--- src/rtl/sat_counter.sv ---
// sat_counter
// Saturating event counter with synchronous clear.
//   clk : clock
//   rst : asynchronous active-high reset (count -> 0)
//   inc : count one event this cycle
//   clr : synchronous clear; takes priority over inc
//   q   : current count, holds at all-ones once reached
module sat_counter #(
    parameter int W = 24
) (
    input  logic         clk,
    input  logic         rst,
    input  logic         inc,
    input  logic         clr,
    output logic [W-1:0] q
);

    logic [W-1:0] count_reg;

    always_ff @(posedge clk or posedge rst) begin
        if (rst) begin
            count_reg <= '0;
        end else if (clr) begin
            count_reg <= '0;
        end else if (inc && (count_reg != '1)) begin
            count_reg <= count_reg + W'(1);
        end
    end

    assign q = count_reg;

endmodule

--- config.mk ---
export PLATFORM = sky130hd
export DESIGN_NAME = sat_counter
export DESIGN_NICKNAME = d
export VERILOG_FILES = /design/src/rtl/sat_counter.sv
export SDC_FILE = /design/constraint.sdc
export NUM_CORES = 1
export LEC_CHECK = 0
export CAP_MARGIN = 20
export CORE_ASPECT_RATIO = 0.7
export CORE_MARGIN = 5
export CORE_UTILIZATION = 45
export DETAILED_ROUTE_END_ITERATION = 10
export PLACE_DENSITY = 0.72
export SYNTH_ARGS = -nofsm -noshare
export SYNTH_HDL_FRONTEND = slang
export SYNTH_SLANG_ARGS = --single-unit
--- constraint.sdc ---
create_clock -name clk -period 5.3 [get_ports clk]
set_input_delay 1.06 -clock clk [delete_from_list [all_inputs] [get_ports clk]]
set_output_delay 1.06 -clock clk [all_outputs]
set_load 0.02 [all_outputs]
# Yosys cells after proc, flatten, opt, wreduce, memory -nomap -nowiden
# Cells that the tools add are included.
[totals]
regBits = 24
output_inout_bits = 24
elab_cells = 7
[op_classes]
add_sub_neg = 1
n_eq_ne = 1
n_mux = 2
reduce_logical = 2
[op_table]
columns = ["operator", "count"]
rows = [
  ["$mux W24", 2],
  ["$add A24 B1 Y24 const B", 1],
  ["$ne A24 B24 Y1 const B", 1],
  ["$reduce_bool A2 Y1", 1],
  ["$logic_and A1 B1 Y1", 1],
]

# Depth between registers and ports, before layout
# Gate-level depths: netlist of the first run.
[logic_depth]
word_depth = 4
ltp_mapped = 8
depth_no_buf = 6

# Least setup slack after synthesis of the first run
# Ideal clock, no wire load.
[synth_timing]
path_type = "reg2reg"
start = "register count_reg[0] (netlist: q[0])"
end = "register count_reg[14] (netlist: q[14])"
setup_time_ns = 0.128
t_arrival_ns = 2.007
path_slack_ns = 3.165
path_stages_with_launch = 8
path_cell_list = "dfrtp_1 > ha_1 > nand4_1 > or4_4 > o21ai_2 > buf_4 > nor4_1 > mux2_1"
[synth_via]
elab_chain_len = 3
[synth_rtl]
columns = ["item", "line_no", "source"]
rows = [
  ["start, declared", "18", "logic [W-1:0] count_reg;"],
  ["start signal, assigned", "26", "count_reg <= count_reg + W'(1);"],
  ["$add A24 B1 Y24 or $ne A24 B24 Y1 (tied branches)", "26, 25", ""],
  ["$mux W24 or $logic_and A1 B1 Y1 (tied branches)", "25", "end else if (inc && (count_reg != '1)) begin"],
  ["$mux W24 or $reduce_bool A2 Y1 (tied branches)", "--", ""],
]
# Parallel ways exist; a longest one is shown, timed or not. The select of a mux whose other input is x is not followed.
# A chain may end at the register's enable or synchronous reset.

# Final worst setup path of the first run
# Ends and elaborated chain as after synthesis.

==> run_results.csv, run 1 <==
group,metric,value,unit
sta,fin_crit,2.607,ns
pwr,peakVddDrop,0.1379,mV
pwr,power_density,193.0,nW/µm²
synthesis,synth.cell_area,1308,µm²
grt,grt_pass1_wl,5188,µm
die,ios,28,
sta,slew_headroom,0.3636,
worst_hold_path,hold_depth,1,
cts,clk_pin_slew,0.08,ns
critical_path,slowest_stage,"o21ai_2",
pwr,p_leak,0.0006172,µW
critical_path,startpoint_type,"register",
critical_path,crit_family,"simple AND/OR/NAND/NOR gates",
routing,routed_wirelength,3111,µm
critical_path,max_stage_delay,0.63,ns
cts,clockBufferDepth,2,
place,routabilityCongestion,0.8237,
critical_path,arrival,2.76,ns
cts,htreeDepth,1,
pwr,clkPwrFrac,0.339,
routing,routed.top_layer,"met3",
layout,nets,171,
cts,clock-sinks,24,
worst_hold_path,worstHoldPathType,"reg2reg",
grt,grt_max_degree,27,
layout,area_growth,24.59,%
run,max_cap_violations,0,
routing,dr.first_iter.drc_count,52,
synthesis,avgSynthCellArea,9.339,µm²
cts,clk_latency,0.27,ns
critical_path,path_depth,6,
grt,antenna_found_initial,0,
critical_path,path_max_fanout,20,
sta,final-max-slew-violation-count,0,
synthesis,syn_nets,145,
place,place_inst,197,
critical_path,worstPathCellList,"ha_1 > nand4_1 > or4_4 > o21ai_2 > nor4_1 > mux2_1",
pwr,intPower,242.5,µW
routing,drc,0,
cts,hold_buffers,0,
sta,fmax,0.3836,GHz
routing,firstDrtPassIters,5,
run_status,status,"finished clean",
cts,numCtsBuffers,3,
place,dp_hpwl,2224,µm
layout,multi_input_area,664.4,µm²
synthesis,ys_seq_area_frac,0.4593,
sta,fin_crit_sh,0.4919,
cts,cts_tree,"yes",
synthesis,ys_seq_elements,24,
pwr,switching_share,0.2288,
sta,rsz0062_at_grt,"no",
routing,vias,1117,
critical_path,rr_worst_depth,6,
grt,track_usage,0.1688,
layout,layout.area.seq,600.6,µm²
layout,drive_gt1_frac,0.05488,
sta,worst_pin_slew,0.9516,ns
layout,instances_no_fill,200,
critical_path,cp-end-kind,"register",
critical_path,critical_path_class,"reg2reg",
sta,hold_viol_final,0,
routing,wl_met1,1497,µm
cts,cts_setup_buffers,0,
die,fp-row-count,16,
die,die_w,74.43,µm
layout,largest_reg_flops,24,
place,io_buffers,27,
routing,vias_per_cell,5.585,
die,die_h,55.10,µm
sta,tns,0,ns
grt,overflow,0,
routing,met2_length,1446,µm
routing,ant_nets,0,
critical_path,cp.buffers_inverters,0,
pwr,seqPwrFrac,0.594,
die,start_util,0.4699,
synthesis,synth-edff-count,0,
die,fp.coreArea,2783,µm²
synthesis,ys_warn_count,0,
pwr,p_switching,71.95,µW
critical_path,required,5.45,ns
grt,grt_pass1_vias,1049,
sta,setup_viol,0,
synthesis,synth_cells,140,
routing,wl_met3,167,µm
sta,skew,0.01077,ns
synthesis,async_flop_share,1.000,
layout,n_fill_cell,264,
synthesis,ys.flop_type,"dfrtp_1",
synthesis,synth_cell_type_count,38,
pwr,p_comb_frac,0.067,
cts,cts-root-buf,"clkbuf_8",
die,dieArea,4101,µm²
cts,cts_resized,0,
layout,diodes,0,
routing,wire_per_inst,15.56,µm
[cell usage after synthesis (3+ instances only)]
cell / number / area share
o21ai_1: 5 / 0.019
a21oi_1: 13 / 0.050
nand2_1: 9 / 0.026
dfrtp_1: 24 / 0.46
and3_1: 5 / 0.024
and4_1: 4 / 0.027
o31ai_1: 3 / 0.017
o21ai_0: 4 / 0.015
nand3_1: 10 / 0.038
xnor2_1: 5 / 0.033
nor2_1: 13 / 0.037
or3_1: 8 / 0.038
nand4_1: 4 / 0.019
or4_1: 3 / 0.017
[through the flow]
stage | hold slack [ns] | power (µW) | worst slack [ns] | util | cell area, µm²
floorplan | 0.6402 | 204.1 | 3.165 | - | 1308
global placement | 0.5535 | 211.0 | 2.534 | 0.5706 | 1588
detailed placement | 0.5545 | 211.8 | 2.477 | 0.5706 | 1588
CTS | 0.5691 | 319.1 | 2.722 | 0.5854 | 1629
global route | 0.5951 | 329.3 | 2.527 | 0.5854 | 1629
finish | 0.5721 | 314.4 | 2.693 | 0.5854 | 1629
[final cells by class]
type                            count  area share
Sequential cell                    24      0.3687
Inverter                            2    0.004608
Timing Repair Buffer               27      0.1659
Tap cell                           36     0.02765
Clock buffer                        3     0.02535
Multi-Input combinational cell    108      0.4078
[placed cells by master (no fill, tap or decap), types with 4 or more instances in the layout]
| cell | netlist | layout |
|---|---|---|
| clkdlybuf4s50_1 | 0 | 27 |
| dfrtp_1 | 24 | 24 |
| nor2_1 | 13 | 13 |
| a21oi_1 | 13 | 13 |
| nand3_1 | 10 | 10 |
| nand2_1 | 9 | 9 |
| or3_1 | 8 | 8 |
| and3_1 | 5 | 5 |
| xnor2_1 | 5 | 5 |
| o21ai_1 | 5 | 5 |
| nand4_1 | 4 | 4 |
| and4_1 | 4 | 4 |
| o21ai_0 | 4 | 4 |
[worst paths after layout]
kind | from | to | slack (ns)
setup / recovery | q[0]$_DFFE_PP0P_ | q[14]$_DFFE_PP0P_ | 2.69
hold reg to reg | q[20]$_DFFE_PP0P_ | q[20]$_DFFE_PP0P_ | 0.57
max in group asynchronous | rst | q[12]$_DFFE_PP0P_ | 3.43
min in group asynchronous | rst | q[21]$_DFFE_PP0P_ | 1.29
hold / removal | q[20]$_DFFE_PP0P_ | q[20]$_DFFE_PP0P_ | 0.57
setup reg to reg | q[0]$_DFFE_PP0P_ | q[14]$_DFFE_PP0P_ | 2.69
[power groups by stage]
stage	Sequential [µW]	Combinational, µW	Clock, µW
floorplan	192	12.3	0
global placement	190	20.8	0
detailed placement	190	21.4	0
CTS	187	21.4	111
global route	187	23.4	119
finish	187	21.0	107
[routing by layer]
layer	GRT usage	vias to the layer above
met5	0	-
li1	-	569
met4	0.03550	0
met1	0.2319	520
met2	0.2653	28
met3	0.05054	0
[kinds of logic after synthesis]
family / after synthesis / synth area share
simple gates: 67 / 0.2938
fa+ha+maj: 1 / 0.009568
compound gates: 30 / 0.1330
xor+xnor: 7 / 0.04689
flops: 24 / 0.4593
mux: 3 / 0.02488
buf+inv: 8 / 0.03254
Power figures use the tool's default switching activity.
==> run 2: changes to the inputs <==
Clock period 5.3 ns to 2.6 ns, I/O delays scaled along.
==> run 2 against run 1 <==
Net effect: sequential power rose by 100%; total power rose by 100%; setup slack lost 2.4 ns; largest power group unchanged; global-route usage down 0.17 points; critical path type unchanged; routed wire length is 0.26% higher; clock-buffer cell count did not move.
==> run_results.csv, run 2 (synthesized netlist as in run 1, its figures left out) <==
group,metric,value,unit
run_status,status,"finished clean",
layout,multi_input_area,664.4,µm²
die,die_w,74.43,µm
grt,antenna_found_initial,0,
die,fp.coreArea,2783,µm²
die,die_h,55.10,µm
layout,final_util,0.5935,
routing,routed_wirelength,3119,µm
sta,hold_ws,0.5839,ns
critical_path,arrival,2.47,ns
layout,largest_reg_flops,24,
cts,clockBufferDepth,2,
layout,n_fill_cell,235,
cts,clock-sinks,24,
sta,fin_crit_sh,0.9025,
sta,worst_pin_slew,0.5813,ns
pwr,p_leak,0.0006316,µW
layout,drive_gt1_frac,0.07186,
critical_path,worstPathCellList,"ha_1 > nand4_1 > or4_4 > o21ai_2 > buf_4 > or4_1 > a21oi_1",
run,max_cap_violations,0,
sta,setup_ws,0.2534,ns
sta,final-max-slew-violation-count,0,
pwr,peakVddDrop,0.2484,mV
routing,dr.first_iter.drc_count,85,
critical_path,slowest_stage,"or4_4",
cts,cts_tree,"yes",
sta,setup_viol,0,
cts,cts_resized,0,
cts,cts-root-buf,"clkbuf_8",
cts,clk_latency,0.27,ns
critical_path,cp-end-kind,"register",
sta,slew_headroom,0.6112,
routing,wire_per_inst,15.36,µm
sta,skew,0.008123,ns
layout,instances_no_fill,203,
die,ios,28,
worst_hold_path,worstHoldPathType,"reg2reg",
cts,numCtsBuffers,3,
cts,hold_buffers,0,
place,io_buffers,27,
critical_path,path_max_fanout,11,
place,place_inst,200,
critical_path,critical_path_class,"reg2reg",
die,start_util,0.4699,
sta,rsz0062_at_grt,"no",
place,routabilityCongestion,0.7946,
critical_path,required,2.73,ns
critical_path,startpoint_type,"register",
routing,vias,1164,
sta,hold_viol_final,0,
place,post-place-ws,0.2993,ns
die,dieArea,4101,µm²
grt,grt_max_degree,25,
grt,track_usage,0.1671,
pwr,power_density,389.5,nW/µm²
cts,htreeDepth,1,
layout,layout.area.seq,600.6,µm²
layout,nets,174,
layout,final_cell_mix,"clkdlybuf4s50_1 (27), dfrtp_1 (24), nor2_1 (13), a21oi_1 (13), nand3_1 (10)",
sta,tns,0,ns
routing,firstDrtPassIters,4,
cts,cts_setup_buffers,0,
sta,fmax,0.4261,GHz
sta,fin_crit,2.347,ns
routing,vias_per_cell,5.734,
layout,final_common_cell,"clkdlybuf4s50_1",
layout,area_growth,26.32,%
grt,grt_pass1_wl,5216,µm
die,fp-row-count,16,
routing,drc,0,
critical_path,reg2reg_setup_slack,0.25,ns
grt,overflow,0,
layout,diodes,0,
place,dp_hpwl,2308,µm
grt,grt_pass1_vias,1107,
routing,ant_nets,0,
critical_path,max_stage_delay,0.54,ns
cts,clk_pin_slew,0.08,ns
[run 2: per-stage QoR]
| stage | area, µm² | power [µW] |
|---|---|---|
| 3_5_place_dp | 1610 | 435.1 |
| 3_3_place_gp | 1610 | 434.1 |
| 6_report | 1652 | 643.2 |
| 4_1_cts | 1652 | 648.2 |
| 5_1_grt | 1652 | 665.1 |
| 2_1_floorplan | 1308 | 416.1 |
[run 2: area by class of cell]
type,count,share of cell area
clock buffer,3,0.02500
inverter,2,0.004545
multi-input combinational,108,0.4023
sequential,24,0.3636
tap,36,0.02727
timing repair buffer,30,0.1773
[run 2: final timing paths]
path	startpoint	to	depth (start not counted)
max in group asynchronous	rst	q[19]$_DFFE_PP0P_	3
min reg2reg	q[15]$_DFFE_PP0P_	q[15]$_DFFE_PP0P_	2
max	q[0]$_DFFE_PP0P_	q[7]$_DFFE_PP0P_	7
min	q[15]$_DFFE_PP0P_	q[15]$_DFFE_PP0P_	2
max reg2reg	q[0]$_DFFE_PP0P_	q[7]$_DFFE_PP0P_	7
min in group asynchronous	rst	q[21]$_DFFE_PP0P_	3
[run 2: layer usage]
metal / vias up / GRT usage / part of all wire
met1: 551 / 0.2273 / 0.48
met2: 31 / 0.2770 / 0.46
met4: 0 / 0.02959 / 0
met3: 0 / 0.03971 / 0.057
met5: - / 0 / 0
li1: 582 / - / -
[run 2: power breakdown]
group / total, µW / switching (µW) / leakage [µW] / internal [µW]
Clock: 216 / 112 / 0.0000216 / 104
Sequential: 381 / 4.57 / 0.000334 / 376
Combinational: 46.5 / 29.2 / 0.000276 / 17.4
[run 2: critical path: cells and delay by family (launching register included)]
family | cells | cell delay, ns
and+or+nand+nor | 3 | 0.82
AOI/OAI and AO/OA | 2 | 0.48
DFF | 1 | 0.42
buffers and inverters | 1 | 0.25
adders and majority gates | 1 | 0.23
==> run 3: changes to the inputs <==
Settings changed: CORE_UTILIZATION 45 to 25, PLACE_DENSITY 0.72 to not set, TNS_END_PERCENT set to 20.
==> run 3 against run 2 <==
Net effect: total power rose by 6.4%; via count rose by 2.1%; worst hold slack got worse by 0.0087 ns; global-route usage fell by 6.7 points; combinational power rose by 3%; final cell count rose by 19%; die area rose by 66%; final area rose by 4.5%; critical path depth did not move; core utilization fell by 26 points; largest cell class unchanged.
==> run_results.csv, run 3 (synthesized netlist as in run 1, its figures left out) <==
group,metric,value,unit
grt,grt_pass1_vias,1108,
sta,setup_viol,0,
cts,clock-sinks,24,
critical_path,reg2reg_setup_slack,0.40,ns
sta,tns,0,ns
critical_path,timing.rr.start,"q[0]$_DFFE_PP0P_",
grt,antenna_found_initial,0,
sta,slew_headroom,0.7110,
place,dp_hpwl,2375,µm
worst_hold_path,worstHoldPathType,"reg2reg",
cts,cts-root-buf,"clkbuf_8",
critical_path,path_depth,7,
sta,fmax,0.4546,GHz
critical_path,cp-end-kind,"register",
sta,fin_crit_sh,0.8460,
cts,cts_setup_buffers,0,
cts,clk_pin_slew,0.09,ns
critical_path,crit_family,"simple AND/OR/NAND/NOR gates",
cts,htreeDepth,1,
die,start_util,0.2540,
cts,hold_buffers,0,
layout,multi_input_area,664.4,µm²
sta,hold_ws,0.5752,ns
routing,dr.first_iter.drc_count,82,
die,die_w,96.44,µm
cts,clk_latency,0.26,ns
sta,rsz0062_at_grt,"no",
critical_path,slowest_stage,"or4_4",
critical_path,path_max_fanout,7,
die,fp-row-count,22,
layout,final_cell_mix,"clkdlybuf4s50_1 (27), dfrtp_1 (24), nor2_1 (13), a21oi_1 (13), nand3_1 (10)",
place,io_buffers,27,
routing,vias_per_cell,4.913,
grt,track_usage,0.1006,
grt,grt_max_degree,25,
routing,wire_per_inst,13.06,µm
critical_path,cp.buffers_inverters,1,
critical_path,worstSetupStartpoint,"q[0]$_DFFE_PP0P_",
sta,worst_pin_slew,0.4322,ns
sta,hold_viol_final,0,
critical_path,endpoint,"q[1]$_DFFE_PP0P_",
layout,largest_reg_flops,24,
layout,instances_no_fill,242,
critical_path,startpoint_type,"register",
die,dieArea,6799,µm²
place,routabilityCongestion,0.7735,
cts,cts_tree,"yes",
layout,n_fill_cell,533,
run,max_cap_violations,0,
layout,final_common_cell,"clkdlybuf4s50_1",
place,place_inst,238,
pwr,power_density,396.6,nW/µm²
grt,overflow,0,
critical_path,max_stage_delay,0.54,ns
layout,area_growth,31.96,%
die,fp.coreArea,5147,µm²
grt,grt_pass1_wl,5492,µm
layout,drive_gt1_frac,0.08824,
cts,numCtsBuffers,3,
critical_path,critical_path_class,"reg2reg",
layout,diodes,0,
routing,ant_nets,0,
place,placed_area,1670,µm²
routing,vias,1189,
layout,layout.area.seq,600.6,µm²
layout,nets,176,
routing,routed_wirelength,3160,µm
sta,skew,0.001291,ns
critical_path,worstPathCellList,"ha_1 > nand4_1 > or4_4 > o21ai_2 > buf_4 > mux2i_1 > nor2_1",
pwr,p_leak,0.0006484,µW
cts,cts_resized,0,
layout,final_cell_area,1725,µm²
critical_path,required,2.76,ns
die,ios,28,
pwr,peakVddDrop,0.2044,mV
routing,firstDrtPassIters,4,
run_status,status,"finished clean",
sta,final-max-slew-violation-count,0,
sta,fin_crit,2.200,ns
critical_path,rr_worst_depth,7,
critical_path,arrival,2.36,ns
critical_path,r2r_end,"q[1]$_DFFE_PP0P_",
routing,drc,0,
cts,clockBufferDepth,2,
die,die_h,70.51,µm
run 3: cell count changes in the layout (fill, tap and decap cells not counted), sizes merged:
| cell | change |
|---|---|
| clkbuf | +1 |
| buf | +2 |
run 3: layer usage:
layer,share of wire,wire length (µm),vias up,global-route usage
met5,0,0,-,0
met4,0.0066,21,0,0.01400
met3,0.054,170,2,0.03014
met2,0.42,1332,31,0.1484
met1,0.52,1635,572,0.1481
li1,-,-,584,-
run 3: cell type report:
cell class | count | area share
clock buffers | 4 | 0.03191
well taps | 72 | 0.05221
multi-input cells | 108 | 0.3851
repair buffers | 32 | 0.1784
inverters | 2 | 0.004351
flip-flops and latches | 24 | 0.3481
run 3: tightest hold or removal path, cell delays in order (launching register included):
cell	delay (ns)
dfrtp_1	0.41
o31ai_1	0.08
a21oi_1	0.06
run 3: through the flow:
| stage | total power (µW) | utilization | setup slack, ns |
|---|---|---|---|
| floorplan | 416.1 | - | 0.4653 |
| global placement | 437.4 | 0.3245 | 0.4975 |
| detailed placement | 437.7 | 0.3245 | 0.4292 |
| CTS | 689.3 | 0.3352 | 0.3994 |
| global route | 709.5 | 0.3352 | 0.2128 |
| finish | 684.4 | 0.3352 | 0.4004 |
run 3: how the worst min path moves through the flow:
stage	to	startpoint	cells past startpoint
2_1_floorplan	q[0]$_DFFE_PP0P_	rst	1
3_3_place_gp	q[15]$_DFFE_PP0P_	q[15]$_DFFE_PP0P_	2
3_5_place_dp	q[11]$_DFFE_PP0P_	q[11]$_DFFE_PP0P_	2
4_1_cts	q[20]$_DFFE_PP0P_	q[20]$_DFFE_PP0P_	1
5_1_grt	q[15]$_DFFE_PP0P_	q[15]$_DFFE_PP0P_	2
6_report	q[11]$_DFFE_PP0P_	q[11]$_DFFE_PP0P_	2
run 3: power by group:
part | internal (µW) | leakage, µW | total, µW | switching, µW
Sequential | 376 | 0.000334 | 381 | 4.65
Clock | 135 | 0.0000288 | 256 | 120
Combinational | 19.2 | 0.000286 | 48.0 | 28.8
Total | 530 | 0.000648 | 684 | 154
